**config.mk**
```make
export PLATFORM = sky130hd
export DESIGN_NAME = mux_scan_sequencer
export DESIGN_NICKNAME = d
export VERILOG_FILES = /design/src/rtl/mux_scan_sequencer.sv
export SDC_FILE = /design/constraint.sdc
export NUM_CORES = 1
export LEC_CHECK = 0
export ABC_AREA = 0
export ABC_CLOCK_PERIOD_IN_PS = 5500
export BUFFER_PORTS_ARGS = -buffer_cell sky130_fd_sc_hd__clkbuf_2
export CAP_MARGIN = 20
export CORE_MARGIN = 10
export CORE_UTILIZATION = 40
export DETAILED_ROUTE_END_ITERATION = 7
export HOLD_SLACK_MARGIN = 0.1
export SLEW_MARGIN = 20
export SYNTH_ARGS = -nofsm -noshare
export SYNTH_HDL_FRONTEND = slang
export SYNTH_SLANG_ARGS = --single-unit
```
**constraint.sdc**
```tcl
create_clock -name clk -period 5.5 [get_ports clk]
set_input_delay 1.1 -clock clk [delete_from_list [all_inputs] [get_ports clk]]
set_output_delay 1.1 -clock clk [all_outputs]
set_load 0.01 [all_outputs]
```
**src/rtl/mux_scan_sequencer.sv**
```systemverilog
// mux_scan_sequencer: walks the select lines of a downstream 4-to-1 mux
// through channels a, b, c, d. Each select value is held for SETTLE cycles.
// The mux output is sampled at the end of each hold, and the four samples
// are presented as one 4-bit word with a single-cycle done pulse.
//
// Handshake: start is a level request that is only looked at in IDLE.
// stop is a synchronous abort that wins over everything else, including
// start in IDLE and the final sampling edge of a scan. done is high for
// exactly one cycle, and data_out changes on that same edge.
//
// busy is a registered mirror of the FSM state (1 = SCAN) and serves as the
// state observation point.
module mux_scan_sequencer #(
   parameter int SETTLE = 2   // hold cycles per channel, legal range 1..255
) (
   input  logic       clk,
   input  logic       rst,
   input  logic       start,
   input  logic       stop,
   input  logic       auto,
   input  logic       w_in,
   output logic       s0,
   output logic       s1,
   output logic       busy,
   output logic       done,
   output logic [3:0] data_out
);

   typedef enum logic {
      IDLE = 1'b0,
      SCAN = 1'b1
   } state_t;

   // Counter value on which the current channel is sampled.
   localparam logic [7:0] LAST = 8'(SETTLE - 1);

   state_t     state;
   logic [1:0] sel;   // channel currently driven onto the mux select
   logic [7:0] cnt;   // cycles spent on the current channel
   logic [2:0] shd;   // samples of channels 0..2 for the scan in progress

   // Select lines come straight from the channel register, so they are glitch-free.
   assign s0 = sel[0];
   assign s1 = sel[1];

   // Scan FSM: channel stepping, settle timing, sampling and result capture.
   always_ff @(posedge clk or posedge rst) begin
      if (rst) begin
         state    <= IDLE;
         sel      <= 2'd0;
         cnt      <= 8'd0;
         shd      <= 3'b000;
         busy     <= 1'b0;
         done     <= 1'b0;
         data_out <= 4'b0000;
      end else begin
         done <= 1'b0;
         case (state)
            IDLE: begin
               if (start && !stop) begin
                  state <= SCAN;
                  sel   <= 2'd0;
                  cnt   <= 8'd0;
                  busy  <= 1'b1;
               end
            end
            SCAN: begin
               if (stop) begin
                  // Abort: drop the partial scan and keep the previous result.
                  state <= IDLE;
                  sel   <= 2'd0;
                  cnt   <= 8'd0;
                  busy  <= 1'b0;
               end else if (cnt != LAST) begin
                  cnt <= cnt + 8'd1;
               end else begin
                  cnt <= 8'd0;
                  case (sel)
                     2'd0: begin
                        shd[0] <= w_in;
                        sel    <= 2'd1;
                     end
                     2'd1: begin
                        shd[1] <= w_in;
                        sel    <= 2'd2;
                     end
                     2'd2: begin
                        shd[2] <= w_in;
                        sel    <= 2'd3;
                     end
                     default: begin
                        // Last channel: publish the word and wrap to channel 0.
                        // In auto mode channel 0 is driven from this edge with no gap.
                        data_out <= {w_in, shd};
                        done     <= 1'b1;
                        sel      <= 2'd0;
                        if (!auto) begin
                           state <= IDLE;
                           busy  <= 1'b0;
                        end
                     end
                  endcase
               end
            end
            default: begin
               state <= IDLE;
               sel   <= 2'd0;
               cnt   <= 8'd0;
               busy  <= 1'b0;
            end
         endcase
      end
   end

endmodule

```
==> results of run 1 <==
-- registers in the layout, summed over array words and instances, names as in the netlist --
signal and cells:
shd 3, sel 2, data_out 4, state 1, done 1, busy 1, cnt 8
-- layer usage --
layer	up-vias	wire length (microns)
met1	338	973
met2	15	798
li1	342	-
met4	0	38
met5	-	0
met3	5	78
-- synth_stat cells, types with 2 or more instances --
| cell | n | area, sq um |
|---|---|---|
| dfrtp_1 | 20 | 500 |
| nand2_1 | 7 | 26.3 |
| ha_1 | 6 | 75.1 |
| inv_1 | 6 | 22.5 |
| o21ai_0 | 6 | 30.0 |
| nor2_1 | 5 | 18.8 |
| mux2_4 | 4 | 60.1 |
| and3_1 | 3 | 18.8 |
| mux2_1 | 3 | 33.8 |
| xor2_1 | 3 | 26.3 |
| a21o_1 | 2 | 15.0 |
| nor2b_1 | 2 | 12.5 |
| nor3_1 | 2 | 10.0 |
| nor3b_1 | 2 | 15.0 |
| o2111ai_1 | 2 | 17.5 |
-- critical path, stage by stage, from the launching register on --
cell	delay (ns)
dfrtp_1	0.41
inv_1	0.08
ha_1	0.14
or4b_4	0.50
o21ai_1	0.49
and2_1	0.31
o21ai_0	0.11
-- worst paths after layout --
path	depth (start not counted)	slack, ns	to
max	6	3.36	sel[1]
min	1	0.51	shd[0]
max reg2reg	6	3.36	sel[1]
min reg2reg	1	0.51	shd[0]
max in group asynchronous	2	4.12	shd[1]
min in group asynchronous	2	0.90	cnt[5]
-- layout by cell type (no fill, tap or decap), types with 2 or more instances in the layout --
cell type and count:
inv_1 6, nor2_1 5, xor2_1 3, dfrtp_1 20, nor3_1 2, nand2_1 7, o2111ai_1 2, clkbuf_2 13
and3_1 3, nor3b_1 2, clkbuf_4 3, a21o_1 2, mux2_1 3, nor2b_1 2, mux2_4 4, o21ai_0 6
ha_1 6
-- power groups by stage --
| stage | clock network (W) | registers, W | logic [W] |
|---|---|---|---|
| after floorplan | 0 | 0.000165 | 0.0000243 |
| after global placement | 0 | 0.000167 | 0.0000329 |
| after detailed placement | 0 | 0.000167 | 0.0000337 |
| after CTS | 0.0000888 | 0.000164 | 0.0000339 |
| after global routing | 0.0000947 | 0.000166 | 0.0000380 |
| final | 0.0000849 | 0.000164 | 0.0000333 |
-- kinds of logic (layout without fill, tap and decap cells) --
group                      Yosys count  in the layout
muxes                                7              7
xor gates and xnor gates             3              3
buffers and inverters                7             23
and+or+nand+nor                     31             31
AOI/OAI and AO/OA                   15             15
adders and majority gates            6              6
DFF                                 20             20
-- area by class of cell --
cell class                      instances  area share
Sequential cell                        20       0.436
Multi-Input combinational cell         62       0.424
Timing Repair Buffer                   13      0.0566
Tap cell                               30      0.0327
Clock buffer                            4      0.0316
Inverter                                6      0.0196
-- per-stage QoR --
step | area [sq um] | setup WS (ns) | total power [W]
floorplan | 1020 | 3.45 | 0.000189
global placement | 1110 | 3.20 | 0.000199
detailed placement | 1110 | 3.20 | 0.000201
CTS | 1150 | 3.34 | 0.000287
global route | 1150 | 3.19 | 0.000298
finish | 1150 | 3.36 | 0.000282
==> metrics.json, run 1 <==
{
  "status": "complete, no violations",
  "final_layout_net_count": 118,
  "fin_setup_tns_ns": 0,
  "seqPwrFrac": 0.581,
  "grt_first_pass_wirelength_microns": 3440,
  "drt_iter0_drc": 34,
  "post_synth_xor_area_fraction": 0.0257,
  "drtAntennaViolNets": 0,
  "power.share.clock": 0.301,
  "critical_path.startpoint_type": "flip-flop",
  "syn-cell-area_sq_um": 1020,
  "synth_nets": 101,
  "worst_skew_pair.late_latency_ns": 0.30,
  "hold_class": "reg -> reg",
  "synthesis.area_per_instance_sq_um": 11.5,
  "multi_input_area_sq_um": 487,
  "unrepaired_setup_endpoints_after_global_routing": "false",
  "core.rowCount": 18,
  "internal_power_w": 0.000211,
  "number_of_flops_mapped_to_enable_cells_by_yosys": 0,
  "crit_type": "reg -> reg",
  "areaGrowthSynthToFinish_pct": 12.5,
  "syn-instance-count": 89,
  "number_of_antenna_violations_at_the_first_check_in_global_routing": 0,
  "critPathMaxFanout": 9,
  "switchingPower_w": 0.0000716,
  "power.combinational.fraction": 0.118,
  "period_needed_ns": 2.14,
  "detailed_place_hpwl_microns": 1430,
  "gp_congestion": 0.758,
  "drv_slew": 0,
  "groute.layer.met3.usage": 0.0254,
  "synth_top_family_by_area": "simple AND/OR/NAND/NOR gates",
  "seq_area_frac_synth": 0.490,
  "worstSetupEndpointType": "flip-flop",
  "number_of_standard_cells_in_the_layout_taps_in_and_fillers_out": 135,
  "remaining_drc_errors": 0,
  "ratio_of_cells_with_drive_above_1_in_the_final_layout": 0.257,
  "crit_path_start": "cnt[1]",
  "worst_r2r_src": "cnt[1]",
  "sw_frac_of_total": 0.254,
  "initial_core_util": 0.416,
  "static-leakage-power_nw": 0.620,
  "synthArstFlopShare": 1.00,
  "antenna_diode_instance_count": 0,
  "synth_simple_gate_area_share": 0.189,
  "die_h_microns": 70.5,
  "avgRoutedWirePerCell_microns": 14.0,
  "max_cap_violations": 0,
  "worst-slew-pin-transition_ns": 0.772,
  "layout.filler_cells": 237,
  "power_per_cell_area_nw_per_um2": 246,
  "buffer_ports.inserted": 13,
  "final_hold_viol_count": 0,
  "pin_count_of_the_biggest_net_entering_global_routing": 21,
  "synth-adder-area-share": 0.0735,
  "skew_ns": 0.00486,
  "max_clk_rate_mhz": 467,
  "track_usage": 0.0835,
  "utilization": 0.468,
  "tritoncts.num_buffers": 3,
  "clkSlewWorstSetupHoldPaths_ns": 0.11,
  "die_w_microns": 70.5,
  "grt_pass1_vias": 714,
  "ff_latch_area_sq_um": 500,
  "synth-seq-cells": 20,
  "finalSetupViolations": 0,
  "cts_num_sinks": 20,
  "vdd_drop_max_mv": 0.125,
  "place.detailed.instances": 131,
  "synth-compound-area-share": 0.0968,
  "global_route.usage.met1": 0.120,
  "floorplan.io_pins": 14,
  "h_tree_level_count": 1,
  "post_synth_mux_area_share": 0.0919,
  "wl_microns": 1890,
  "postSynth.topFlopCell": "dfrtp_1",
  "dieArea_sq_um": 4970,
  "drt-pass1-iter-count": 4,
  "global_route.peak_usage_layer": "met1",
  "cts.repair_timing.setup_buffer_count": 0,
  "holdCritStartpoint": "shd[0]",
  "number_of_distinct_standard_cells_referenced_by_the_synthesized_netlist": 31,
  "cts_hold_repair.buffers": 0,
  "min_period_over_period": 0.389,
  "grtUsageMet2": 0.110,
  "cp_data_required_time_ns": 5.69,
  "vias_cell": 5.19,
  "cts_tree": "built",
  "global_route.overflow_total": 0,
  "num_vias": 700,
  "cp.arrival_ns": 2.33,
  "slew-limit-headroom": 0.485,
  "cts_repair_resize_count": 0,
  "core-area_sq_um": 2450,
  "final.hold.worst_slack_ns": 0.510,
  "clockRootBuffer": "clkbuf_4",
  "cts_buffer_depth": 2,
  "ys_warn_count": 0
}
Power figures use the tool's default switching activity.
==> inputs of run 2 (changes only) <==
- ABC_CLOCK_PERIOD_IN_PS: 5500 -> 1800
- clock period: 5.5 -> 1.8 ns (I/O delays scaled with it)
==> run 2 against run 1 <==
The run now ends with setup timing left. Cell count increased by 19%. Via count grew 17%. Hold slack got worse by 0.19 ns. Global-route usage is 1.7 points higher. Maximum frequency up 12%. Power rose to 3.5 times the previous value. Sequential share of layout area shrank 8.4 points. Clock skew fell by 0.0018 ns. Wire length grew 31%.
==> metrics.json, run 2 (same netlist as run 1, synthesis figures left out) <==
{
  "timing.rr.end": "data_out[0]",
  "track_usage": 0.100,
  "floorplan.io_pins": 14,
  "drt_iter0_drc": 43,
  "vias_cell": 5.11,
  "number_of_antenna_violations_at_the_first_check_in_global_routing": 0,
  "timing.critical_path.slowest_stage_cell": "or4b_4",
  "avgRoutedWirePerCell_microns": 15.4,
  "core-area_sq_um": 2450,
  "fin_ws_ns": -0.106,
  "failed_checks": "setup timing",
  "num_vias": 822,
  "largest_register_ff_count": 8,
  "clkSlewWorstSetupHoldPaths_ns": 0.11,
  "vdd_drop_max_mv": 0.424,
  "final_layout_net_count": 144,
  "cp_data_required_time_ns": 2.00,
  "initial_core_util": 0.416,
  "worst_path_largest_cell_delay_ns": 0.49,
  "critPathMaxFanout": 5,
  "cts_tree": "built",
  "layout_top_registers": "cnt: 8 flops, data_out: 4 flops, shd: 3 flops",
  "antenna_diode_instance_count": 0,
  "die_w_microns": 70.5,
  "crit_type": "reg -> reg",
  "buffer_ports.inserted": 13,
  "drv_slew": 0,
  "static-leakage-power_nw": 0.767,
  "worstSetupEndpointType": "flip-flop",
  "pin_count_of_the_biggest_net_entering_global_routing": 15,
  "highest_count_cells_in_the_layout_ignoring_fill_and_taps": "dfrtp_1 (20), buf_4 (17), clkbuf_2 (13)",
  "final.hold.worst_slack_ns": 0.316,
  "reg2reg_setup_slack_ns": -0.11,
  "gp_congestion": 0.809,
  "max_clk_rate_mhz": 525,
  "ordered_cell_list_for_the_critical_path": "inv_2 > ha_4 > or4b_4 > nor4_4 > buf_6 > nand2_8 > mux2_4",
  "largest_register": "cnt",
  "met1_length_microns": 1090,
  "tritoncts.num_buffers": 3,
  "h_tree_level_count": 1,
  "grt_first_pass_wirelength_microns": 4060,
  "areaGrowthSynthToFinish_pct": 39.5,
  "grt_pass1_vias": 886,
  "worst-slew-pin-transition_ns": 0.316,
  "worst_r2r_src": "cnt[1]",
  "wl_met3_microns": 127,
  "p_total_w": 0.000979,
  "critical_path.startpoint_type": "flip-flop",
  "hold_class": "in -> reg",
  "wl_microns": 2480,
  "detailed_place_hpwl_microns": 1570,
  "clockRootBuffer": "clkbuf_4",
  "highest-signal-layer": "met4",
  "power_per_cell_area_nw_per_um2": 687,
  "hold_end": "state",
  "worstHoldPathCells": 2,
  "global_route.overflow_total": 0,
  "period_needed_ns": 1.91,
  "remaining_drc_errors": 0,
  "final_hold_viol_count": 0,
  "drtAntennaViolNets": 0,
  "core.rowCount": 18,
  "unrepaired_setup_endpoints_after_global_routing": "true",
  "cts_num_sinks": 20,
  "drt-pass1-iter-count": 4,
  "max_cap_violations": 0,
  "slew-limit-headroom": 0.789,
  "cts_buffer_depth": 2,
  "wl_met2_microns": 1210,
  "ratio_of_cells_with_drive_above_1_in_the_final_layout": 0.458,
  "skew_ns": 0.00306,
  "min_period_over_period": 1.06,
  "finalSetupViolations": 9,
  "cp.arrival_ns": 2.11,
  "holdCritStartpoint": "stop",
  "rr_worst_depth": 7,
  "status": "complete, but fails checks",
  "dieArea_sq_um": 4970,
  "worst_skew_pair.late_latency_ns": 0.31,
  "die_h_microns": 70.5,
  "layout_commonest_cell": "dfrtp_1"
}
-- run 2: final cells by class --
type | count | area [sq um]
multi-input combinational | 62 | 534
fill | 207 | 1030
tap | 30 | 37.5
sequential | 20 | 500
timing repair buffer | 39 | 293
inverter | 6 | 22.5
clock buffer | 4 | 36.3
-- run 2: per-layer routing --
layer  vias up  GRT usage
met5         -          0
li1        399          -
met4         0     0.0526
met1       397      0.114
met3         6     0.0367
met2        20      0.160
-- run 2: worst max-delay path by stage --
stage                       from     endpoint  slack, ns
final                     cnt[1]  data_out[0]      -0.11
after global routing      cnt[1]       shd[2]      -0.19
after CTS                 cnt[1]  data_out[2]      -0.09
after detailed placement  cnt[1]  data_out[2]      -0.15
after global placement    cnt[1]  data_out[0]      -0.12
after floorplan           cnt[1]  data_out[0]      -0.15
-- run 2: timing repair --
action                                  CTS  global route
resized for setup                         9            11
endpoints found under the hold margin     6             0
hold buffers                              1             0
endpoints found under the setup margin   15            19
gates cloned                              0             0
buffers inserted                         12             3
pin swaps                                 2             1
-- run 2: through the flow --
stage / utilization / instance area [sq um] / setup WS [ns] / setup TNS [ns] / instances
6_report: 0.580 / 1420 / -0.106 / -0.702 / 161
5_1_grt: 0.580 / 1420 / -0.188 / -1.92 / 161
4_1_cts: 0.562 / 1380 / -0.0888 / -0.799 / 161
3_5_place_dp: 0.493 / 1210 / -0.151 / -1.36 / 144
3_3_place_gp: 0.493 / 1210 / -0.118 / -1.14 / 144
2_1_floorplan: - / 1020 / -0.149 / -1.17 / 89
-- run 2: worst max-delay path, delay by kind of cell (launching register included) --
kind	cells	cell delay, ns
muxes	1	0.31
adders and majority gates	1	0.11
and+or+nand+nor	3	0.72
buffers and inverters	2	0.25
DFF	1	0.41
-- run 2: power by group --
| part | internal [W] | total [W] | switching, W |
|---|---|---|---|
| clock network | 0.000124 | 0.000267 | 0.000143 |
| registers | 0.000477 | 0.000505 | 0.0000277 |
| logic | 0.000117 | 0.000206 | 0.0000892 |
| total | 0.000718 | 0.000979 | 0.000260 |
==> inputs of run 3 (changes only) <==
- CELL_PAD_IN_SITES_DETAIL_PLACEMENT: unset -> 2
- CELL_PAD_IN_SITES_GLOBAL_PLACEMENT: unset -> 2
- CORE_UTILIZATION: 40 -> 33
- PLACE_DENSITY_LB_ADDON: unset -> 0.1
==> run 3 against run 2 <==
The run still ends with setup timing left. Hold slack worse by 0.014 ns. Critical endpoint is now data_out[1]. Sequential power hardly changed. Non-clock buffer count is 6 lower. Die area is 15% higher. Critical path depth stayed put. Final area is 5.0% lower. Register-to-register slack hardly changed.
==> metrics.json, run 3 (same netlist as run 1, synthesis figures left out) <==
{
  "status": "complete, but fails checks",
  "failed_checks": "setup timing",
  "dieArea_sq_um": 5720,
  "cts_tree": "built",
  "skew_ns": 0.00426,
  "core-area_sq_um": 3000,
  "drtAntennaViolNets": 0,
  "static-leakage-power_nw": 0.737,
  "vdd_drop_max_mv": 0.251,
  "max_clk_rate_mhz": 524,
  "tritoncts.num_buffers": 3,
  "global_route.overflow_total": 0,
  "floorplan.io_pins": 14,
  "highest_count_cells_in_the_layout_ignoring_fill_and_taps": "dfrtp_1 (20), buf_4 (18), clkbuf_2 (13)",
  "ratio_of_cells_with_drive_above_1_in_the_final_layout": 0.424,
  "drt-pass1-iter-count": 4,
  "worst-slew-pin-transition_ns": 0.303,
  "clockRootBuffer": "clkbuf_4",
  "gate_family_responsible_for_the_most_delay_along_the_worst_path": "simple AND/OR/NAND/NOR gates",
  "worstSetupEndpointType": "flip-flop",
  "unrepaired_setup_endpoints_after_global_routing": "true",
  "cts_buffer_depth": 2,
  "max_cap_violations": 0,
  "largest_register_ff_count": 8,
  "track_usage": 0.107,
  "worst_skew_pair.late_latency_ns": 0.32,
  "pin_count_of_the_biggest_net_entering_global_routing": 21,
  "clkSlewWorstSetupHoldPaths_ns": 0.13,
  "drv_slew": 0,
  "worst_path_largest_cell_delay_ns": 0.48,
  "hold_class": "in -> reg",
  "cp.arrival_ns": 2.12,
  "number_of_antenna_violations_at_the_first_check_in_global_routing": 0,
  "buffer_and_inverter_count_on_the_worst_path": 2,
  "final_layout_net_count": 138,
  "layout_commonest_cell": "dfrtp_1",
  "ff_latch_area_sq_um": 500,
  "fin_ws_ns": -0.107,
  "critical_path.startpoint_type": "flip-flop",
  "die_w_microns": 75.6,
  "grt_pass1_vias": 897,
  "vias_cell": 5.01,
  "finalSetupViolations": 9,
  "initial_core_util": 0.340,
  "slew-limit-headroom": 0.798,
  "layout_top_registers": "cnt: 8 flops, data_out: 4 flops, shd: 3 flops",
  "antenna_diode_instance_count": 0,
  "avgRoutedWirePerCell_microns": 16.8,
  "detailed_place_hpwl_microns": 1990,
  "drt_iter0_drc": 32,
  "crit_type": "reg -> reg",
  "grt_first_pass_wirelength_microns": 4570,
  "power_per_cell_area_nw_per_um2": 771,
  "cp_data_required_time_ns": 2.02,
  "pre_cts_ws_ns": -0.211,
  "gp_congestion": 0.777,
  "remaining_drc_errors": 0,
  "critPathMaxFanout": 5,
  "period_needed_ns": 1.91,
  "areaGrowthSynthToFinish_pct": 32.5,
  "final_hold_viol_count": 0,
  "h_tree_level_count": 1,
  "multi_input_area_sq_um": 514,
  "num_vias": 792,
  "layout.filler_cells": 330,
  "largest_register": "cnt",
  "die_h_microns": 75.6,
  "min_period_over_period": 1.06,
  "wl_microns": 2660,
  "cts_num_sinks": 20,
  "ordered_cell_list_for_the_critical_path": "inv_2 > ha_4 > or4b_4 > nor4_4 > buf_6 > nand2_4 > mux2_4",
  "buffer_ports.inserted": 13,
  "core.rowCount": 20,
  "timing.critical_path.slowest_stage_cell": "or4b_4",
  "utilization": 0.450
}
-- run 3: cell type report --
type | count | share of cell area
Multi-Input combinational cell | 62 | 0.380
Sequential cell | 20 | 0.370
Timing Repair Buffer | 33 | 0.164
Tap cell | 33 | 0.0305
Clock inverter | 1 | 0.0222
Clock buffer | 3 | 0.0167
Inverter | 6 | 0.0167
-- run 3: layer usage --
metal,global-route usage,vias up,part of all wire
met3,0.0273,5,0.047
met5,0,-,0
met2,0.161,15,0.46
li1,-,384,-
met4,0.0495,0,0.021
met1,0.140,388,0.47
-- run 3: per-stage QoR --
step	cells	TNS (ns)	power [W]	cell area, sq um	hold slack (ns)
final	158	-0.676	0.00104	1350	0.302
after global routing	158	-1.95	0.00111	1350	0.298
after CTS	157	-0.627	0.00106	1340	0.287
after detailed placement	148	-1.73	0.000641	1220	0.388
after global placement	148	-0.869	0.000635	1220	0.382
after floorplan	89	-1.17	0.000578	1020	0.324
-- run 3: timing repair --
item,CTS,global route
setup endpoints to repair,16,17
endpoints found under the hold margin,20,0
gates cloned,0,0
pin swaps,1,0
hold buffers,1,0
setup buffers,4,1
gates resized for setup,9,3
-- run 3: report_power, final --
part	switching, W	total (W)	leakage, nW	internal [W]
Combinational	0.0000772	0.000159	0.437	0.0000822
Sequential	0.0000244	0.000502	0.271	0.000477
Clock	0.000157	0.000382	0.0279	0.000225
Total	0.000259	0.00104	0.737	0.000785
-- run 3: path summary, 6_finish.rpt --
path / startpoint / end / slack (ns) / depth (start not counted)
worst max-delay path: cnt[1] / data_out[1] / -0.11 / 7
worst min-delay path: start / state / 0.30 / 3
worst max register to register: cnt[1] / data_out[1] / -0.11 / 7
worst min register to register: data_out[2] / data_out[2] / 0.53 / 1
max in group asynchronous: rst / cnt[6] / 1.01 / 4
min in group asynchronous: rst / data_out[3] / 0.58 / 4
-- run 3: worst reg2reg max path, delay by kind of cell (launching register included) --
kind          cells  cell delay (ns)
simple gates      3             0.73
flops             1             0.41
mux               1             0.31
buf+inv           2             0.24
fa+ha+maj         1             0.11
